## src/rtl/rtc_bus_sequencer_pkg.sv

```systemverilog
// rtc_bus_pkg: shared types and constants for the RTC bus sequencer.
//   mode_e       : latched access type (NONE = read refresh / idle, others are writes)
//   A_D..WR_N    : bit positions inside the 4-bit control word
//   PH_*         : frame phase boundaries of the strobe sequence
//   IDLE_WORD    : all strobes inactive
//   READ_REFRESH : set by macro RTC_READ_REFRESH_EN (NONE frames run the read decode)
package rtc_bus_pkg;
    typedef enum logic [1:0] {NONE, TIME, DATE, TIMER} mode_e;
    localparam int A_D  = 3;
    localparam int CS_N = 2;
    localparam int RD_N = 1;
    localparam int WR_N = 0;
    localparam logic [5:0] PH_ADDR     = 6'd2;
    localparam logic [5:0] PH_ASTB     = 6'd3;
    localparam logic [5:0] PH_ASTB_END = 6'd7;
    localparam logic [5:0] PH_GAP      = 6'd10;
    localparam logic [5:0] PH_DATA     = 6'd12;
    localparam logic [5:0] PH_DSTB     = 6'd13;
    localparam logic [5:0] PH_DSTB_END = 6'd17;
    localparam logic [5:0] PH_END      = 6'd20;
    localparam logic [3:0] IDLE_WORD   = 4'b1111;
`ifdef RTC_READ_REFRESH_EN
    localparam bit READ_REFRESH = 1'b1;
`else
    localparam bit READ_REFRESH = 1'b0;
`endif
endpackage

```

## src/rtl/rtc_bus_sequencer_if.sv

```systemverilog
// rtc_bus_sequencer_if: mode requests in, bus strobes and frame phase out.
//   stime/date/timer : write requests from the mode controller
//   control          : {a_d, cs_n, rd_n, wr_n} towards the RTC pin drivers
//   counter          : frame phase for the data-path byte selection
//   master = mode controller side, slave = sequencer side
interface rtc_bus_sequencer_if;
    logic       stime;
    logic       date;
    logic       timer;
    logic [3:0] control;
    logic [5:0] counter;
    modport master (output stime, date, timer, input control, counter);
    modport slave  (input stime, date, timer, output control, counter);
endinterface

```

## src/rtl/rtc_bus_sequencer_phase_decode.sv

```systemverilog
// rtc_bus_phase_decode: combinational (phase, mode) -> strobe word.
//   counter_i : frame phase
//   mode_i    : access type of the current frame
//   control_o : {a_d, cs_n, rd_n, wr_n}
module rtc_bus_phase_decode
    import rtc_bus_pkg::*;
(
    input  logic [5:0] counter_i,
    input  mode_e      mode_i,
    output logic [3:0] control_o
);
    logic wr_mode, active, addr_ph, data_ph, addr_stb, data_stb;
    always_comb begin
        wr_mode   = mode_i != NONE;
        active    = wr_mode || READ_REFRESH;
        addr_ph   = counter_i >= PH_ADDR && counter_i < PH_GAP;
        data_ph   = counter_i >= PH_DATA && counter_i < PH_END;
        addr_stb  = counter_i >= PH_ASTB && counter_i <= PH_ASTB_END;
        data_stb  = counter_i >= PH_DSTB && counter_i <= PH_DSTB_END;
        control_o = IDLE_WORD;
        control_o[A_D]  = ~(active & addr_ph);
        control_o[CS_N] = ~(active & (addr_ph | data_ph));
        // the address strobe is always wr_n; only the data strobe selects rd_n vs wr_n
        control_o[RD_N] = ~(active & ~wr_mode & data_stb);
        control_o[WR_N] = ~(active & (addr_stb | (wr_mode & data_stb)));
    end
endmodule

```

## src/rtl/rtc_bus_sequencer.sv

```systemverilog
// rtc_bus_sequencer: frame counter, per-frame mode latch and registered strobes.
//   clk   : system clock, rising edge
//   reset : asynchronous active-low reset
//   bus   : rtc_bus_sequencer_if.slave (stime/date/timer in, control/counter out)
//   CYCLE_LEN : frame length in clocks (21..64)
//   Macro RTC_READ_REFRESH_EN: NONE frames perform the read decode instead of idling.
module rtc_bus_sequencer
    import rtc_bus_pkg::*;
#(
    parameter int CYCLE_LEN = 40
) (
    input  logic                  clk,
    input  logic                  reset,
    rtc_bus_sequencer_if.slave    bus
);
    logic [5:0] counter_q, counter_d;
    logic [3:0] control_q, control_d;
    mode_e      mode_q, mode_d;
    logic       wrap;
    always_comb begin
        wrap      = counter_q == 6'(CYCLE_LEN - 1);
        counter_d = wrap ? '0 : counter_q + 6'd1;
        mode_d    = !wrap     ? mode_q :
                    bus.stime ? TIME   :
                    bus.date  ? DATE   :
                    bus.timer ? TIMER  : NONE;
    end
    // decoding the next state keeps control aligned with counter after the register
    rtc_bus_phase_decode u_decode (
        .counter_i (counter_d),
        .mode_i    (mode_d),
        .control_o (control_d)
    );
    always_ff @(posedge clk or negedge reset) begin
        if (!reset) begin
            counter_q <= '0;
            mode_q    <= NONE;
            control_q <= IDLE_WORD;
        end else begin
            counter_q <= counter_d;
            mode_q    <= mode_d;
            control_q <= control_d;
        end
    end
    assign bus.control = control_q;
    assign bus.counter = counter_q;
endmodule

```

## src/flat_wrapper.sv

```systemverilog
// flat-port wrapper written by rule: the top's interface ports become plain ports
module rtc_bus_sequencer_flat import rtc_bus_pkg::*;
#(
    parameter int CYCLE_LEN = 40
)
  (clk, reset, bus_stime, bus_date, bus_timer, bus_control, bus_counter);
  rtc_bus_sequencer_if bus_i ();
  input  logic clk;
  input  logic reset;
  input wire logic [$bits(bus_i.stime)-1:0] bus_stime;
  input wire logic [$bits(bus_i.date)-1:0] bus_date;
  input wire logic [$bits(bus_i.timer)-1:0] bus_timer;
  output wire logic [$bits(bus_i.control)-1:0] bus_control;
  output wire logic [$bits(bus_i.counter)-1:0] bus_counter;
  assign bus_i.stime = bus_stime;
  assign bus_i.date = bus_date;
  assign bus_i.timer = bus_timer;
  assign bus_control = bus_i.control;
  assign bus_counter = bus_i.counter;
  rtc_bus_sequencer #(.CYCLE_LEN(CYCLE_LEN)) u_core (.clk(clk), .reset(reset), .bus(bus_i));
endmodule
```

## config.mk

```make
export PLATFORM = sky130hd
export DESIGN_NAME = rtc_bus_sequencer_flat
export DESIGN_NICKNAME = d
export VERILOG_FILES = /design/src/rtl/rtc_bus_sequencer_pkg.sv /design/src/rtl/rtc_bus_sequencer_if.sv /design/src/rtl/rtc_bus_sequencer_phase_decode.sv /design/src/rtl/rtc_bus_sequencer.sv /design/src/flat_wrapper.sv
export SDC_FILE = /design/constraint.sdc
export NUM_CORES = 1
export LEC_CHECK = 0
export ABC_AREA = 1
export ABC_CLOCK_PERIOD_IN_PS = 4850
export CAP_MARGIN = 40
export CORE_MARGIN = 1.5
export CORE_UTILIZATION = 51
export DETAILED_ROUTE_END_ITERATION = 10
export MAX_ROUTING_LAYER = met4
export PLACE_DENSITY = 0.85
export SLEW_MARGIN = 20
export SYNTH_ARGS = -nofsm -noshare
export SYNTH_HDL_FRONTEND = slang
export SYNTH_SLANG_ARGS = --single-unit
```

## constraint.sdc

```tcl
create_clock -name clk -period 4.85 [get_ports clk]
set_clock_uncertainty 0.15 [all_clocks]
set_input_delay 1.455 -clock clk [delete_from_list [all_inputs] [get_ports clk]]
set_output_delay 1.455 -clock clk [all_outputs]
set_load 0.01 [all_outputs]
```

* Word level (Yosys, flattened, before mapping) *
Cells that the tools add are included.

word-level totals
  flip-flop bits (word level) = 11
  input port bits = 5
  output and inout bits = 10
  logic and storage cells = 32

cells by class
  add/sub/neg operators = 1
  magnitude comparators = 8
  eq/ne operators = 1
  multiplexer cells = 5
  bitwise logic cells = 9
  reduce and logical (&&, ||, !) cells = 5

operators by type and width
  operator                                                                              number
  6-bit by 2-bit greater-or-equal comparator with 1-bit output (second input constant)  2
  6-bit by 4-bit greater-or-equal comparator with 1-bit output (second input constant)  2
  2-bit two-way mux                                                                     4
  6-bit by 1-bit adder with 6-bit output (second input constant)                        1
  6-bit == test (second input constant)                                                 1
  6-bit by 3-bit less-or-equal comparator with 1-bit output (second input constant)     1
  6-bit by 5-bit less-or-equal comparator with 1-bit output (second input constant)     1
  6-bit by 4-bit less-than comparator with 1-bit output (second input constant)         1
  6-bit by 5-bit less-than comparator with 1-bit output (second input constant)         1
  6-bit two-way mux                                                                     1
  1-bit bitwise AND                                                                     4
  1-bit logical AND                                                                     4
  1-bit NOT                                                                             3
  1-bit bitwise OR                                                                      2
  2-bit nonzero test                                                                    1

* Longest topological paths before layout *
Gate-level depths: netlist of run 1.

  word-level depth = 9
  depth in mapped cells = 12

* Hierarchy *
Synthesis of run 1 repeated with hierarchy kept, for this count alone.

second synthesis, totals
  cell total of the unflattened synthesis = 72
  area total of the unflattened synthesis = 595.6 sq um

modules (own cells, without submodules)
  module                instances  cells each  area an instance (sq um)  seq. area each (sq um)
  rtc_bus_sequencer     1          43          470.5                     305.3
  rtc_bus_phase_decode  1          29          125.1                     0.0

* Worst setup path before layout of run 1 *
OpenSTA, ideal clock, no wires.

  path type = input -> register
  from = input bus_timer
  to = register u_core.control_q[0], in the netlist u_core.bus.control[0]
  data arrival time = 1.970 ns
  path slack = 2.669 ns
  stages on the path = 6
  buffers on the path = 0
  path through = inv_1 > nor2_1 > nor2_1 > o21ai_1 > or2_1 > nand2_1

on the way
  word-level cells in the longest chain between the ends = 9

RTL lines
  what                     line                                  text
  from (decl)              flat_wrapper.sv:12                    input wire logic [$bits(bus_i.timer)-1:0] bus_timer;
  2-bit two-way mux *      rtc_bus_sequencer.sv:26               bus.timer ? TIMER : NONE;
  2-bit two-way mux *      rtc_bus_sequencer.sv:25               bus.date ? DATE :
  2-bit two-way mux *      rtc_bus_sequencer.sv:24               bus.stime ? TIME :
  2-bit two-way mux *      rtc_bus_sequencer.sv:23               mode_d = !wrap ? mode_q :
  via u_core.mode_d[0]     rtc_bus_sequencer.sv:18               mode_e mode_q, mode_d;
  2-bit nonzero test *     rtc_bus_sequencer_phase_decode.sv:14  wr_mode = mode_i != NONE;
  1-bit bitwise AND        rtc_bus_sequencer_phase_decode.sv:25  control_o[WR_N] = ~(active & (addr_stb | (wr_mode & data_stb)));
  1-bit bitwise OR         rtc_bus_sequencer_phase_decode.sv:25
  1-bit bitwise AND *      rtc_bus_sequencer_phase_decode.sv:25
  1-bit NOT *              rtc_bus_sequencer_phase_decode.sv:25
  via u_core.control_d[0]  rtc_bus_sequencer.sv:17               logic [3:0] control_q, control_d;
  to (signal assigned)     rtc_bus_sequencer.sv:42               control_q <= control_d;
  to (decl)                rtc_bus_sequencer.sv:17

The timed path passes the listed nets; every way through them passes the cells marked *.

* Worst setup path after layout of run 1 *
  from = register u_core.counter_q[0], in the netlist u_core.bus.counter[0]
  to = output bus_counter[0]

RTL lines
  what                    line                     text
  from (decl)             rtc_bus_sequencer.sv:16  logic [5:0] counter_q, counter_d;
  from (signal assigned)  rtc_bus_sequencer.sv:40  counter_q <= counter_d;
  to (decl)               flat_wrapper.sv:14       output wire logic [$bits(bus_i.counter)-1:0] bus_counter;

No word-level cell between the ends.

==> results of run 1 <==
## layout make-up
cell class | count | area share
clock inverters | 1 | 0.00587
multi-input cells | 59 | 0.409
flip-flops and latches | 11 | 0.327
clock buffers | 3 | 0.0264
inverters | 13 | 0.0572
repair buffers | 13 | 0.152
well taps | 15 | 0.0220
## report_power, final
group	internal [mW]	switching (mW)
clock network	0.0305	0.0318
registers	0.0944	0.000545
logic	0.00591	0.00557
total	0.131	0.0379
## through the flow
stage | utilization | worst slack, ns | area (µm²) | power, mW
final | 0.673 | 1.92 | 853 | 0.169
after global routing | 0.673 | 1.87 | 853 | 0.177
after CTS | 0.673 | 1.92 | 853 | 0.170
after detailed placement | 0.651 | 2.07 | 826 | 0.109
after global placement | 0.651 | 2.13 | 826 | 0.108
after floorplan | - | 2.67 | 684 | 0.101
## placed cells by master (no fill, tap or decap), drive strengths merged, types with 2 or more instances in the layout
cell	count
o21ai	2
nand4	3
nor2	18
nand3	6
inv	13
nand2	20
dfstp	3
clkdlybuf4s50	13
ha	4
clkbuf	3
dfrtp	8
## routing by layer
| metal | track usage | wire length, µm |
|---|---|---|
| met1 | 0.243 | 596 |
| met2 | 0.303 | 561 |
| met3 | 0.0170 | 16 |
| met4 | 0.103 | 19 |
| met5 | - | 0 |
## state kept, by name (all words and copies together) (netlist names)
signal,count
u_core.bus.counter,6
u_core.mode_q,2
u_core.bus.control,3
## cell families after synthesis
logic type / count (synthesis) / synth area share
and+or+nand+nor: 48 / 0.353
DFF: 11 / 0.408
AOI/OAI and AO/OA: 5 / 0.0549
buffers and inverters: 14 / 0.0823
xor gates and xnor gates: 1 / 0.0238
adders and majority gates: 4 / 0.0731
other: 1 / 0.00548
## worst min path at each step
stage	from	end	depth (start not counted)
3_3_place_gp	u_core.mode_q[1]	u_core.mode_q[1]	2
6_report	u_core.mode_q[1]	u_core.mode_q[1]	2
3_5_place_dp	u_core.mode_q[1]	u_core.mode_q[1]	2
4_1_cts	u_core.mode_q[1]	u_core.mode_q[1]	2
2_1_floorplan	u_core.mode_q[1]	u_core.mode_q[1]	2
5_1_grt	u_core.mode_q[1]	u_core.mode_q[1]	2
==> impl_metrics.ini, run 1 <==
[cts]
clock-root-buffer = clkbuf_4
postCtsSetupBuffers = 0
holdBufCountCts = 0
cts.reportedPaths.clkPinSlew_ns = 0.08
post_cts.resized_instances = 0
cts.sink_count = 11
clock_latency_ns = 0.27
max-clock-path-buffers = 2
cts.htree.levels = 1
cts_tree = done
cts_made_buffers = 3

[yosys]
synth_nets = 93
synth_seq_cells = 11
post-synth-top-count-cell = nand2_1
postSynthCellCount = 84
synth_enable_flop_cells = 0
yosys.cell_types.count = 22
synth_top_cell_area_share = 0.293
synth.avg_cell_area_um2 = 8.15
async_reset_ff_frac = 1.00
ys_seq_area_frac = 0.408
syn_area_um2 = 684
synth.area.top_cells = dfrtp_1 29%, dfstp_2 12%, nand2_1 8.8%
synthFlopType = dfrtp_1
post-synth-top-area-cell = dfrtp_1
synth.cells.most_frequent = 16 x nand2_1, 14 x nor2_1, 12 x inv_1
synth-warning-count = 0

[drt]
route.detailed.wl_per_inst_um = 10.4
drt_drc = 0
drtIter0Drc = 11
dr.pass1.iters = 4
route.final.wire_length_mm = 1.19
routed_via_density = 4.91
detail-route-antenna-nets = 0
num_vias = 565

[setup_path]
critPathCaptureType = primary output
critical_setup_path_kind = reg -> out
worst-r2r-cell-count = 9
critPathRequiredTime_ns = 3.24
crit_path_start_kind = flip-flop
slowest_stage = clkdlybuf4s50_1
max_stage_delay_ns = 0.58
worst_ep_arrival_time_ns = 1.32
timing.reg2reg.setup_slack_ns = 3.00
kind_of_cell_adding_the_most_delay_to_the_critical_path = buffers and inverters
critPathLaunch = u_core.bus.counter[0]
worst-path-max-fanout = 7
path_buf_inv = 1
timing.critical_path.cells = clkdlybuf4s50_1
path_depth = 1
cp-endpoint = bus_counter[0]
reg2reg_to = u_core.bus.control[3]
rr_startpoint = u_core.bus.counter[0]

[global_route]
tot_gr_track_use = 0.193
globalRouteOverflowTotal = 0
grt_antenna_before_repair = 0
grt_max_degree = 12
grt_pass1_vias = 487
grt_pass1_wl_mm = 1.95

[status]
outcome = finished clean

[floorplan]
initial_core_util = 0.539
die_width_um = 39.6
io-pin-count = 15
core_region_area_mm2 = 0.00127
row_count = 13
die-area_mm2 = 0.00157
floorplan.die.height_um = 39.6

[sta]
unrepaired_setup_endpoints_after_global_routing = false
fin_tns_setup_ns = 0
setup-violations-final = 0
timing.slew.headroom = 0.669
tightest_slew_ns = 0.496
fin_worst_hold_slack_ns = 0.351
final_min_period_over_clock_period = 0.603
min_clock_period_post_route_ns = 2.93
max_clock_freq_mhz = 342
report.final.hold_viol_count = 0
report.final.slew_viol_count = 0

[flow_run]
max_cap_viol_count = 0

[cells_and_area]
antenna_cells_inserted = 0
final.fill_count = 99
drive_above_1_share = 0.200
areaGrowthSynthToFinish_pct = 24.7
layout.area.seq_um2 = 279
fin_cells = 115
final_net_count = 110
multi_input_comb_area_um2 = 349

[placed_design]
dpl.cell_count = 111
routabilityCongestion = 0.772
portBuffers = 13
dpl.hpwl_mm = 1.01

[power_and_ir_drop]
power_density_mw_per_mm2 = 198
power_leakage_nw = 0.439
power.ir.vdd_worst_mv = 0.191

[min_path]
worstHoldPathType = reg -> reg
No activity file was read; power rests on OpenSTA's default activity.
==> run 2: changes to the inputs <==
--- a/config.mk
+++ b/config.mk
@@ -6,13 +6,13 @@
 export NUM_CORES = 1
 export LEC_CHECK = 0
 export ABC_AREA = 1
-export ABC_CLOCK_PERIOD_IN_PS = 4850
+export ABC_CLOCK_PERIOD_IN_PS = 3100
 export CAP_MARGIN = 40
 export CORE_MARGIN = 1.5
-export CORE_UTILIZATION = 51
+export CORE_UTILIZATION = 48
 export DETAILED_ROUTE_END_ITERATION = 10
 export MAX_ROUTING_LAYER = met4
-export PLACE_DENSITY = 0.85
+export PLACE_DENSITY = 0.81
 export SLEW_MARGIN = 20
 export SYNTH_ARGS = -nofsm -noshare
 export SYNTH_HDL_FRONTEND = slang
==> constraint.sdc (replaced) <==
create_clock -name clk -period 3.1 [get_ports clk]
set_clock_uncertainty 0.15 [all_clocks]
set_input_delay 0.93 -clock clk [delete_from_list [all_inputs] [get_ports clk]]
set_output_delay 0.93 -clock clk [all_outputs]
set_load 0.01 [all_outputs]
==> run 2 against run 1 <==
Against the previous run: sequential power rose by 57%; flip-flop and latch count stayed put; count of clock-buffer cells in the layout did not move; critical path type unchanged; register-to-register slack got worse by 1.8 ns; largest cell class unchanged; total power grew 57%.
==> impl_metrics.ini, run 2 (synthesis gave the netlist of run 1 again) <==
[global_route]
grt_antenna_before_repair = 0
tot_gr_track_use = 0.190
grt_pass1_wl_mm = 1.90
grt_max_degree = 12
globalRouteOverflowTotal = 0
grt_pass1_vias = 471

[cts]
holdBufCountCts = 0
cts.reportedPaths.clkPinSlew_ns = 0.07
cts.htree.levels = 1
post_cts.resized_instances = 0
cts.sink_count = 11
clock-root-buffer = clkbuf_4
cts_made_buffers = 3
clock_latency_ns = 0.27
max-clock-path-buffers = 2
postCtsSetupBuffers = 0
cts_tree = done

[floorplan]
die_width_um = 40.8
io-pin-count = 15
die-area_mm2 = 0.00166
core_region_area_mm2 = 0.00132
initial_core_util = 0.519
floorplan.die.height_um = 40.8
row_count = 13

[setup_path]
path_depth = 1
timing.reg2reg.setup_slack_ns = 1.24
critical_setup_path_kind = reg -> out
timing.critical_path.cells = clkdlybuf4s50_1
critPathRequiredTime_ns = 2.02
kind_of_cell_adding_the_most_delay_to_the_critical_path = buffers and inverters
max_stage_delay_ns = 0.58
worst_ep_arrival_time_ns = 1.34
reg2reg_to = u_core.bus.control[3]
crit_path_start_kind = flip-flop
worst-path-max-fanout = 7
worst-r2r-cell-count = 9
path_buf_inv = 1
rr_startpoint = u_core.bus.counter[0]
slowest_stage = clkdlybuf4s50_1
critPathCaptureType = primary output
critPathLaunch = u_core.bus.counter[0]
cp-endpoint = bus_counter[0]

[sta]
report.final.slew_viol_count = 0
unrepaired_setup_endpoints_after_global_routing = false
min_clock_period_post_route_ns = 2.42
report.final.hold_viol_count = 0
final_min_period_over_clock_period = 0.782
fin_tns_setup_ns = 0
setup-violations-final = 0
timing.slew.headroom = 0.667
tightest_slew_ns = 0.498
max_clock_freq_mhz = 413

[status]
outcome = finished clean

[cells_and_area]
areaGrowthSynthToFinish_pct = 24.7
final_common_cell = nand2_1
final_net_count = 110
drive_above_1_share = 0.200
layout.cells.most_common_list = 16 x nand2_1, 14 x nor2_1, 13 x clkdlybuf4s50_1, 12 x inv_1, 8 x dfrtp_1
largest_reg_flops = 6
antenna_cells_inserted = 0
fin_cells = 115

[placed_design]
routabilityCongestion = 0.853
dpl.cell_count = 111
portBuffers = 13
dpl.hpwl_mm = 1.02

[power_and_ir_drop]
total_power_uw = 266
relative_contribution_of_sequential_cells_to_total_power = 0.559
power_share_of_the_clock_group = 0.372
power_leakage_nw = 0.439
switchingPower_uw = 60.8
power.ir.vdd_worst_mv = 0.196
combinational_power_share = 0.068
power_density_mw_per_mm2 = 311
intPower_uw = 205
power_switching_share = 0.229

[drt]
drtIter0Drc = 17
routed_via_density = 4.82
route.final.wire_length_mm = 1.24
route.detailed.wl_per_inst_um = 10.8
detail-route-antenna-nets = 0
drt_drc = 0
dr.pass1.iters = 4
num_vias = 554

[min_path]
worstHoldPathType = reg -> reg
worst_hold_startpoint = u_core.mode_q[1]

[flow_run]
max_cap_viol_count = 0
## run 2: cell type report
cell class / count / area [µm²]
clock buffer: 3 / 22.5
clock inverter: 1 / 5.00
fill: 120 / 464
inverter: 13 / 48.8
multi-input combinational: 59 / 349
sequential: 11 / 279
tap: 15 / 18.8
timing repair buffer: 13 / 130
## run 2: worst min-delay path by stage
stage          slack (ns)  depth (start not counted)          endpoint
5_1_grt              0.40                          2  u_core.mode_q[1]
3_3_place_gp         0.33                          2  u_core.mode_q[1]
4_1_cts              0.37                          2  u_core.mode_q[1]
2_1_floorplan        0.31                          2  u_core.mode_q[1]
6_report             0.37                          2  u_core.mode_q[1]
3_5_place_dp         0.34                          2  u_core.mode_q[1]
## run 2: per-layer routing
layer	track usage	routed length (µm)	up-vias
met5	-	0	-
met4	0.0750	27	0
met2	0.313	609	13
li1	-	-	289
met3	0.0489	30	3
met1	0.218	568	249
## run 2: per-stage QoR
stage / utilization / hold WS, ns / worst slack [ns] / cell area (µm²)
final: 0.648 / 0.366 / 0.677 / 853
after global routing: 0.648 / 0.400 / 0.600 / 853
after CTS: 0.648 / 0.370 / 0.667 / 853
after detailed placement: 0.627 / 0.338 / 0.853 / 826
after global placement: 0.627 / 0.331 / 0.886 / 826
after floorplan: - / 0.308 / 1.40 / 684
## run 2: power groups by stage
stage | sequential [mW] | combinational, mW | clock, mW
after floorplan | 0.152 | 0.00577 | 0
after global placement | 0.151 | 0.0179 | 0
after detailed placement | 0.151 | 0.0183 | 0
after CTS | 0.149 | 0.0184 | 0.102
after global routing | 0.149 | 0.0200 | 0.116
final | 0.149 | 0.0182 | 0.0989
